--- src/rtl/id_scoreboard.sv ---
// id_scoreboard: register-hazard scoreboard and stall controller for decode.
// Ports:
//   clk, rst                        clock, asynchronous active-low reset
//   id_valid_i, flush_i             decode slot valid / killed this cycle
//   reg1_re_i/raddr_i, reg2_*       source register reads
//   reg_we_i, reg_waddr_i           destination write
//   id_long_i                       long-latency op (deferred writeback)
//   wb_valid_i, wb_waddr_i          long-op writeback retiring
//   stall_o, hazard_o               combinational stall and {struct, waw, raw} cause
//   busy_o, outstanding_o           pending-write bits and in-flight count
//   err_o, stall_cnt_o              sticky bad-retire flag, saturating stall cycles
module id_scoreboard #(
    parameter int MAX_OUTSTANDING = 4,
    parameter int WB_BYPASS = 1,
    parameter int CNT_W = 3
) (
    input  logic             clk,
    input  logic             rst,
    input  logic             id_valid_i,
    input  logic             reg1_re_i,
    input  logic [4:0]       reg1_raddr_i,
    input  logic             reg2_re_i,
    input  logic [4:0]       reg2_raddr_i,
    input  logic             reg_we_i,
    input  logic [4:0]       reg_waddr_i,
    input  logic             id_long_i,
    input  logic             flush_i,
    input  logic             wb_valid_i,
    input  logic [4:0]       wb_waddr_i,
    output logic             stall_o,
    output logic [2:0]       hazard_o,
    output logic [31:0]      busy_o,
    output logic [CNT_W-1:0] outstanding_o,
    output logic             err_o,
    output logic [31:0]      stall_cnt_o
);
    typedef enum logic {RUN, STALL} state_t;
    state_t state_q, state_d;
    logic [31:0] busy_q, busy_d, eff_busy, wb_mask, rd_mask, stall_cnt_q, stall_cnt_d;
    logic [CNT_W-1:0] cnt_q, cnt_d;
    logic err_q, err_d;
    logic gate, rd_nz, raw, waw, strc, stall, issue, retire;
    assign gate     = id_valid_i & ~flush_i;
    assign rd_nz    = reg_waddr_i != 5'd0;
    assign wb_mask  = wb_valid_i ? (32'd1 << wb_waddr_i) : 32'd0;
    // A retiring writeback hides its register from hazard checks in the same cycle
    assign eff_busy = busy_q & ~((WB_BYPASS != 0) ? wb_mask : 32'd0);
    assign retire   = wb_valid_i & busy_q[wb_waddr_i];
    assign raw      = (reg1_re_i & (reg1_raddr_i != 5'd0) & eff_busy[reg1_raddr_i])
                    | (reg2_re_i & (reg2_raddr_i != 5'd0) & eff_busy[reg2_raddr_i]);
    assign waw      = reg_we_i & rd_nz & eff_busy[reg_waddr_i];
    // A full table still accepts a new long op if a slot frees this cycle
    assign strc     = id_long_i & reg_we_i & rd_nz
                    & (cnt_q == CNT_W'(MAX_OUTSTANDING)) & ~retire;
    assign stall    = gate & (raw | waw | strc);
    assign issue    = gate & ~stall & id_long_i & reg_we_i & rd_nz;
    assign rd_mask  = issue ? (32'd1 << reg_waddr_i) : 32'd0;
    // Set after clear so issue wins over a same-register retire
    assign busy_d   = (busy_q & ~(retire ? wb_mask : 32'd0)) | rd_mask;
    assign cnt_d    = cnt_q + CNT_W'(issue) - CNT_W'(retire);
    assign err_d    = err_q | (wb_valid_i & ~busy_q[wb_waddr_i]);
    always_comb begin
        state_d = state_q;
        case (state_q)
            RUN:     state_d = stall ? STALL : RUN;
            STALL:   state_d = stall ? STALL : RUN;
            default: state_d = RUN;
        endcase
    end
    assign stall_cnt_d = (state_d == STALL && stall_cnt_q != 32'hFFFF_FFFF) ? stall_cnt_q + 32'd1 : stall_cnt_q;
    always_ff @(posedge clk or negedge rst) begin
        if (!rst) begin
            state_q     <= RUN;
            busy_q      <= '0;
            cnt_q       <= '0;
            err_q       <= 1'b0;
            stall_cnt_q <= '0;
        end else begin
            state_q     <= state_d;
            busy_q      <= busy_d;
            cnt_q       <= cnt_d;
            err_q       <= err_d;
            stall_cnt_q <= stall_cnt_d;
        end
    end
    assign stall_o       = stall;
    assign hazard_o      = gate ? {strc, waw, raw} : 3'b000;
    assign busy_o        = busy_q;
    assign outstanding_o = cnt_q;
    assign err_o         = err_q;
    assign stall_cnt_o   = stall_cnt_q;
endmodule

--- config.mk ---
export PLATFORM = sky130hd
export DESIGN_NAME = id_scoreboard
export DESIGN_NICKNAME = d
export VERILOG_FILES = /design/src/rtl/id_scoreboard.sv
export SDC_FILE = /design/constraint.sdc
export NUM_CORES = 1
export LEC_CHECK = 0
export BUFFER_PORTS_ARGS = -buffer_cell sky130_fd_sc_hd__buf_4
export CORE_MARGIN = 3
export CORE_UTILIZATION = 40
export DETAILED_ROUTE_END_ITERATION = 8
export PLACE_DENSITY = 0.64
export SLEW_MARGIN = 20
export SYNTH_ARGS = -nofsm -noshare
export SYNTH_HDL_FRONTEND = slang
export SYNTH_SLANG_ARGS = --single-unit
--- constraint.sdc ---
create_clock -name clk -period 5.95 [get_ports clk]
set_input_delay 0.595 -clock clk [delete_from_list [all_inputs] [get_ports clk]]
set_output_delay 0.595 -clock clk [all_outputs]
set_load 0.02 [all_outputs]
Word level (Yosys, flattened, before mapping) --
Index checks and enable logic that the tools add are counted.
Operators by class: bitwise operators 31, reductions and logical operators 4, magnitude comparators 4, muxes and demuxes 13, equality and inequality tests 2, shift operators 2, add/sub/neg operators 3
Operators with widths (number):
- $mux 32 | 3
- $and 32x32->32 | 2
- $not 32->32 | 2
- $shl 1x5->32 const A | 2
- $add 32x1->32 const B | 1
- $ne 32x32->1 const B | 1
- $or 32x32->32 | 1
- $lt 5x6->1 const B | 4
- $bmux 1 s5 | 4
- $and 1x1->1 | 18
- $reduce_bool 5->1 | 3
- $mux 1 | 5
- $not 1->1 | 4
- $or 1x1->1 | 4
- $add 3x1->3 | 1
- $eq 3x3->1 const B | 1
- $mux 3 | 1
- $sub 3x1->3 | 1
- $logic_and 1x1->1 | 1
Storage, ports and cells: input port bits 29, word-level logic and storage cells 63, bits in registers 68, output and inout port bits 72

Longest topological paths before layout --
depth in word-level cells 18, mapped depth 19, depth with buffers taken out 15

Least setup slack after synthesis --
No wires, ideal clock.
kind input-to-reg, start point in wb_waddr_i[0], end point reg cnt_q[2] (netlist: outstanding_o[2]), required time 5.821 ns, setup slack 1.781 ns, path buffers 3, library setup time 0.129 ns, arrival 4.039 ns, stages on the path 18, cells stage by stage buf_2 > or4b_4 > o21ai_2 > mux4_2 > mux2i_1 > a2111oi_2 > a211oi_1 > nor4bb_1 > buf_4 > buf_2 > nand3_1 > ha_1 > inv_1 > ha_1 > inv_1 > fa_1 > xnor2_1 > xnor2_1
On the way: longest elaborated chain between the ends 18, elaborated cells on any way between the ends 29, classes of those cells 2 x add/sub; 1 x shift; 9 x mux; 17 x bitwise
Ends and longest elaborated chain:
- from (decl) | line 29 | input logic [4:0] wb_waddr_i,
- $shl 1x5->32 | line 45 | assign wb_mask = wb_valid_i ? (32'd1 << wb_waddr_i) : 32'd0;
- $mux 32 | line 45
- $not 32->32 | line 47 | assign eff_busy = busy_q & ~((WB_BYPASS != 0) ? wb_mask : 32'd0);
- $and 32x32->32 | line 47
- $bmux 1 s5, on equally long branches | line 49, 50
- $mux 1, on equally long branches | line 49, 50
- $and 1x1->1, on equally long branches | line 49, 50
- $or 1x1->1 | line 50 | | (reg2_re_i & (reg2_raddr_i != 5'd0) & eff_busy[reg2_raddr_i]);
- $or 1x1->1 (2 in a row) | line 55 | assign stall = gate & (raw | waw | strc);
- $and 1x1->1 | line 55
- $not 1->1 | line 56 | assign issue = gate & ~stall & id_long_i & reg_we_i & rd_nz;
- $and 1x1->1 (4 in a row) | line 56
- $add 3x1->3 | line 60 | assign cnt_d = cnt_q + CNT_W'(issue) - CNT_W'(retire);
- $sub 3x1->3 * | line 60
- via cnt_d[2] | line 40 | logic [CNT_W-1:0] cnt_q, cnt_d;
- to (signal assigned) | line 81 | cnt_q <= cnt_d;
- to (decl) | line 40
Mark *: on every way through the listed nets, which the timed path passes. The rest lies on a longest branch. The select of a mux whose other input is x is not followed. A chain may end at the register's enable or synchronous reset.

Worst setup path in the final report --
start point in wb_waddr_i[1], end point out stall_o
On the way: longest elaborated chain between the ends 11, elaborated cells on any way between the ends 22, classes of those cells 1 x shift; 9 x mux; 12 x bitwise
Ends and longest elaborated chain:
- $shl 1x5->32 | line 45
- $mux 32 | line 45
- $not 32->32 | line 47
- $and 32x32->32 | line 47
- $bmux 1 s5, on equally long branches | line 49, 50
- $mux 1, on equally long branches | line 49, 50
- $and 1x1->1, on equally long branches | line 49, 50
- $or 1x1->1 | line 50
- $or 1x1->1 | line 55
- $or 1x1->1 * | line 55
- $and 1x1->1 * | line 55
- to (decl) | line 30 | output logic stall_o,
Mark *: on every way between the ends. The rest lies on a longest branch, timed or not. The select of a mux whose other input is x is not followed.

==> out/metrics.csv <==
stage;metric;value;unit
sta;fmax;224.8;MHz
synth;yosysUniqueCellTypes;64;
route;vias;4552;
synth;yosysSeqAreaShare;0.3770;
synth;synth-edff-count;0;
global_routing;antenna_found_initial;0;
sta;finClkSkew;0.006213;ns
power;p_leak;2.576;nW
die;start_util;0.4127;
synth;async_flop_share;1.000;
sta;hold_slack;0.3921;ns
layout;nets;605;
global_routing;grt_pass1_wl;25.74;mm
die;die_h;112.2;um
clock_network;holdBufCountCts;0;
worst_setup_path;cp.arrival;3.85;ns
power;power_density;253.4;nW/um^2
route;via_per_inst;6.349;
worst_setup_path;cp-end-kind;primary output;
route;routed.top_layer;met4;
status;outcome;finished clean;
layout;final_core_util;0.5199;
sta;relSlewSlack;0.4122;
clock_network;cts_buffers;9;
worst_setup_path;required;5.36;ns
route;wl_per_cell;22.92;um
die;num_rows;38;
layout;diodes;0;
route;drtAntennaViolNets;0;
clock_network;cts.repair.resized;0;
global_routing;first_global_vias;4591;
clock_network;cts_tree;built;
worst_setup_path;slowest_delay;0.50;ns
sta;drv_slew;0;
die;core-area;10940;um^2
layout;synthToLayoutAreaGrowth;25.98;%
placed_design;io_buffers;100;
sta;hold_viol;0;
worst_setup_path;critPathMostFrequentCell;buf_4;
worst_setup_path;cp_top_family;compound AO/OA/AOI/OAI gates;
worst_setup_path;start_kind;primary input;
layout;final_common_cell;buf_4;
die;fp.dieW;112.2;um
clock_network;htree_levels;3;
sta;setup_viol;0;
global_routing;grt_use_total;0.2617;
route;route.detailed.drc;0;
clock_network;numClockSinks;68;
power;finalPower;1.441;mW
worst_setup_path;crit_chain;buf_4 -> nand4b_1 -> o21ai_0 -> mux4_2 -> mux2i_1 -> a2111oi_2 -> a211oi_1 -> nor4bb_4 -> buf_4 -> nor2_1 -> buf_4;
route;wl_met3;1.413;mm
synth;yosysWarningCount;0;
synth;avgSynthCellArea;9.344;um^2
clock_network;cts_setup_buffers;0;
route;drt-total-wl;16.44;mm
worst_setup_path;critPathKind;primary input to primary output;
sta;setup_tns;0;ns
worst_setup_path;worstPathMaxFanout;36;
synth;ys_ff_latch;68;
synth;post_synth_inst_count;483;
sta;min_period;4.449;ns
placed_design;gp_congestion;0.9851;
placed_design;dp_hpwl;12.40;mm
layout;drive_above_1_share;0.2634;
clock_network;cts.reportedPaths.clkPinSlew;0.06;ns
sta;min_period_over_period;0.7478;
global_routing;grt_start_max_net_pins;69;
route;drt-initial-drc-count;298;
layout;layout_common_cells;buf_4, dfrtp_1, o21ai_1;
clock_network;clk_latency;0.34;ns
die;die_area;12590;um^2
layout;final_area;5685;um^2
worst_setup_path;critical_path.slowest_cell;o21ai_0;
route;drtPass1Iterations;5;
sta;worstMarginPinSlew;0.8817;ns
clock_network;root_buffer;clkbuf_16;
route;met2_length;8.011;mm
die;io_pins;101;
sta;grt_setup_unrepaired;false;
route;wl_met1;6.158;mm
worst_setup_path;cp_num_buf_inv;3;
min_path;hp-class;primary input to async pin;
placed_design;postPlaceCellArea;5373;um^2
power;peakVddDrop;0.2107;mV
synth;synth.cell_area;4513;um^2
job;maxCapViolations;0;
synth;synth-main-ff-cell;dfrtp_1;
global_routing;grt.overflow.total;0;
clock_network;max-clock-path-buffers;2;
synth;synthesis.nets;516;
[cell usage after synthesis (4+ instances only)]
master	number	area (um^2)
dfrtp_1	68	1702
nand4_4	4	85.08
nand2b_1	6	37.54
xor2_1	31	271.5
o21ai_1	38	190.2
inv_1	11	41.29
mux2i_1	13	130.1
or4_1	6	45.04
and3_1	9	56.30
o21ai_0	26	130.1
buf_2	11	55.05
mux4_2	12	270.3
nand4_1	14	87.58
o211ai_1	7	52.55
nand3_1	25	125.1
nand2_1	32	120.1
nor3b_1	5	37.54
nor3_1	29	145.1
o2111ai_1	8	70.07
nor2b_1	8	50.05
nor2_1	32	120.1
clkbuf_1	12	45.04
a21oi_1	5	25.02
nor4_1	5	31.28
[state kept, by name (all words and copies together) (netlist names)]
| signal | count |
|---|---|
| err_o | 1 |
| busy_o | 32 |
| stall_cnt_o | 32 |
| outstanding_o | 3 |
[cell type report]
cell class                      count  area (um^2)
Clock buffer                       11        252.7
Clock inverter                      5        60.06
Fill cell                        1029         5250
Inverter                           11        41.29
Multi-Input combinational cell    377         2666
Sequential cell                    68         1702
Tap cell                          140        175.2
Timing Repair Buffer              105        788.3
[cell families (layout without fill, tap and decap cells)]
logic type,count (synthesis),after routing,share of synthesized area
compound gates,114,114,0.1589
flops,68,68,0.3770
buf+inv,38,132,0.03715
fa+ha+maj,4,4,0.01275
simple gates,197,197,0.2520
xor+xnor,34,34,0.06598
mux,28,28,0.09620
[final timing paths]
path                                from               end  slack (ns)  cells past startpoint
max reg2reg                   busy_o[11]  outstanding_o[2]        2.48                     14
max in group asynchronous            rst   stall_cnt_o[15]        5.00                      1
min                                  rst        busy_o[23]        0.39                      1
min in group clk                   err_o             err_o        0.45                      1
min reg2reg                        err_o             err_o        0.45                      1
max                        wb_waddr_i[1]           stall_o        1.50                     11
[report_power, final]
group | leakage, nW | switching, mW | total [mW] | internal [mW]
Combinational | 1.50 | 0.203 | 0.337 | 0.134
Sequential | 0.920 | 0.0452 | 0.545 | 0.500
Clock | 0.152 | 0.210 | 0.558 | 0.348
[metal layers]
metal	up-vias	global-route usage
li1	2014	-
met1	2228	0.3140
met2	247	0.4338
met3	63	0.07493
met4	0	0.1234
met5	-	0
[metrics by stage]
| step | setup slack [ns] | cells |
|---|---|---|
| 2_1_floorplan | 1.781 | 483 |
| 3_3_place_gp | 1.412 | 701 |
| 3_5_place_dp | 1.429 | 701 |
| 4_1_cts | 1.543 | 717 |
| 5_1_grt | 1.341 | 717 |
| 6_report | 1.501 | 717 |
Power figures use the tool's default switching activity.
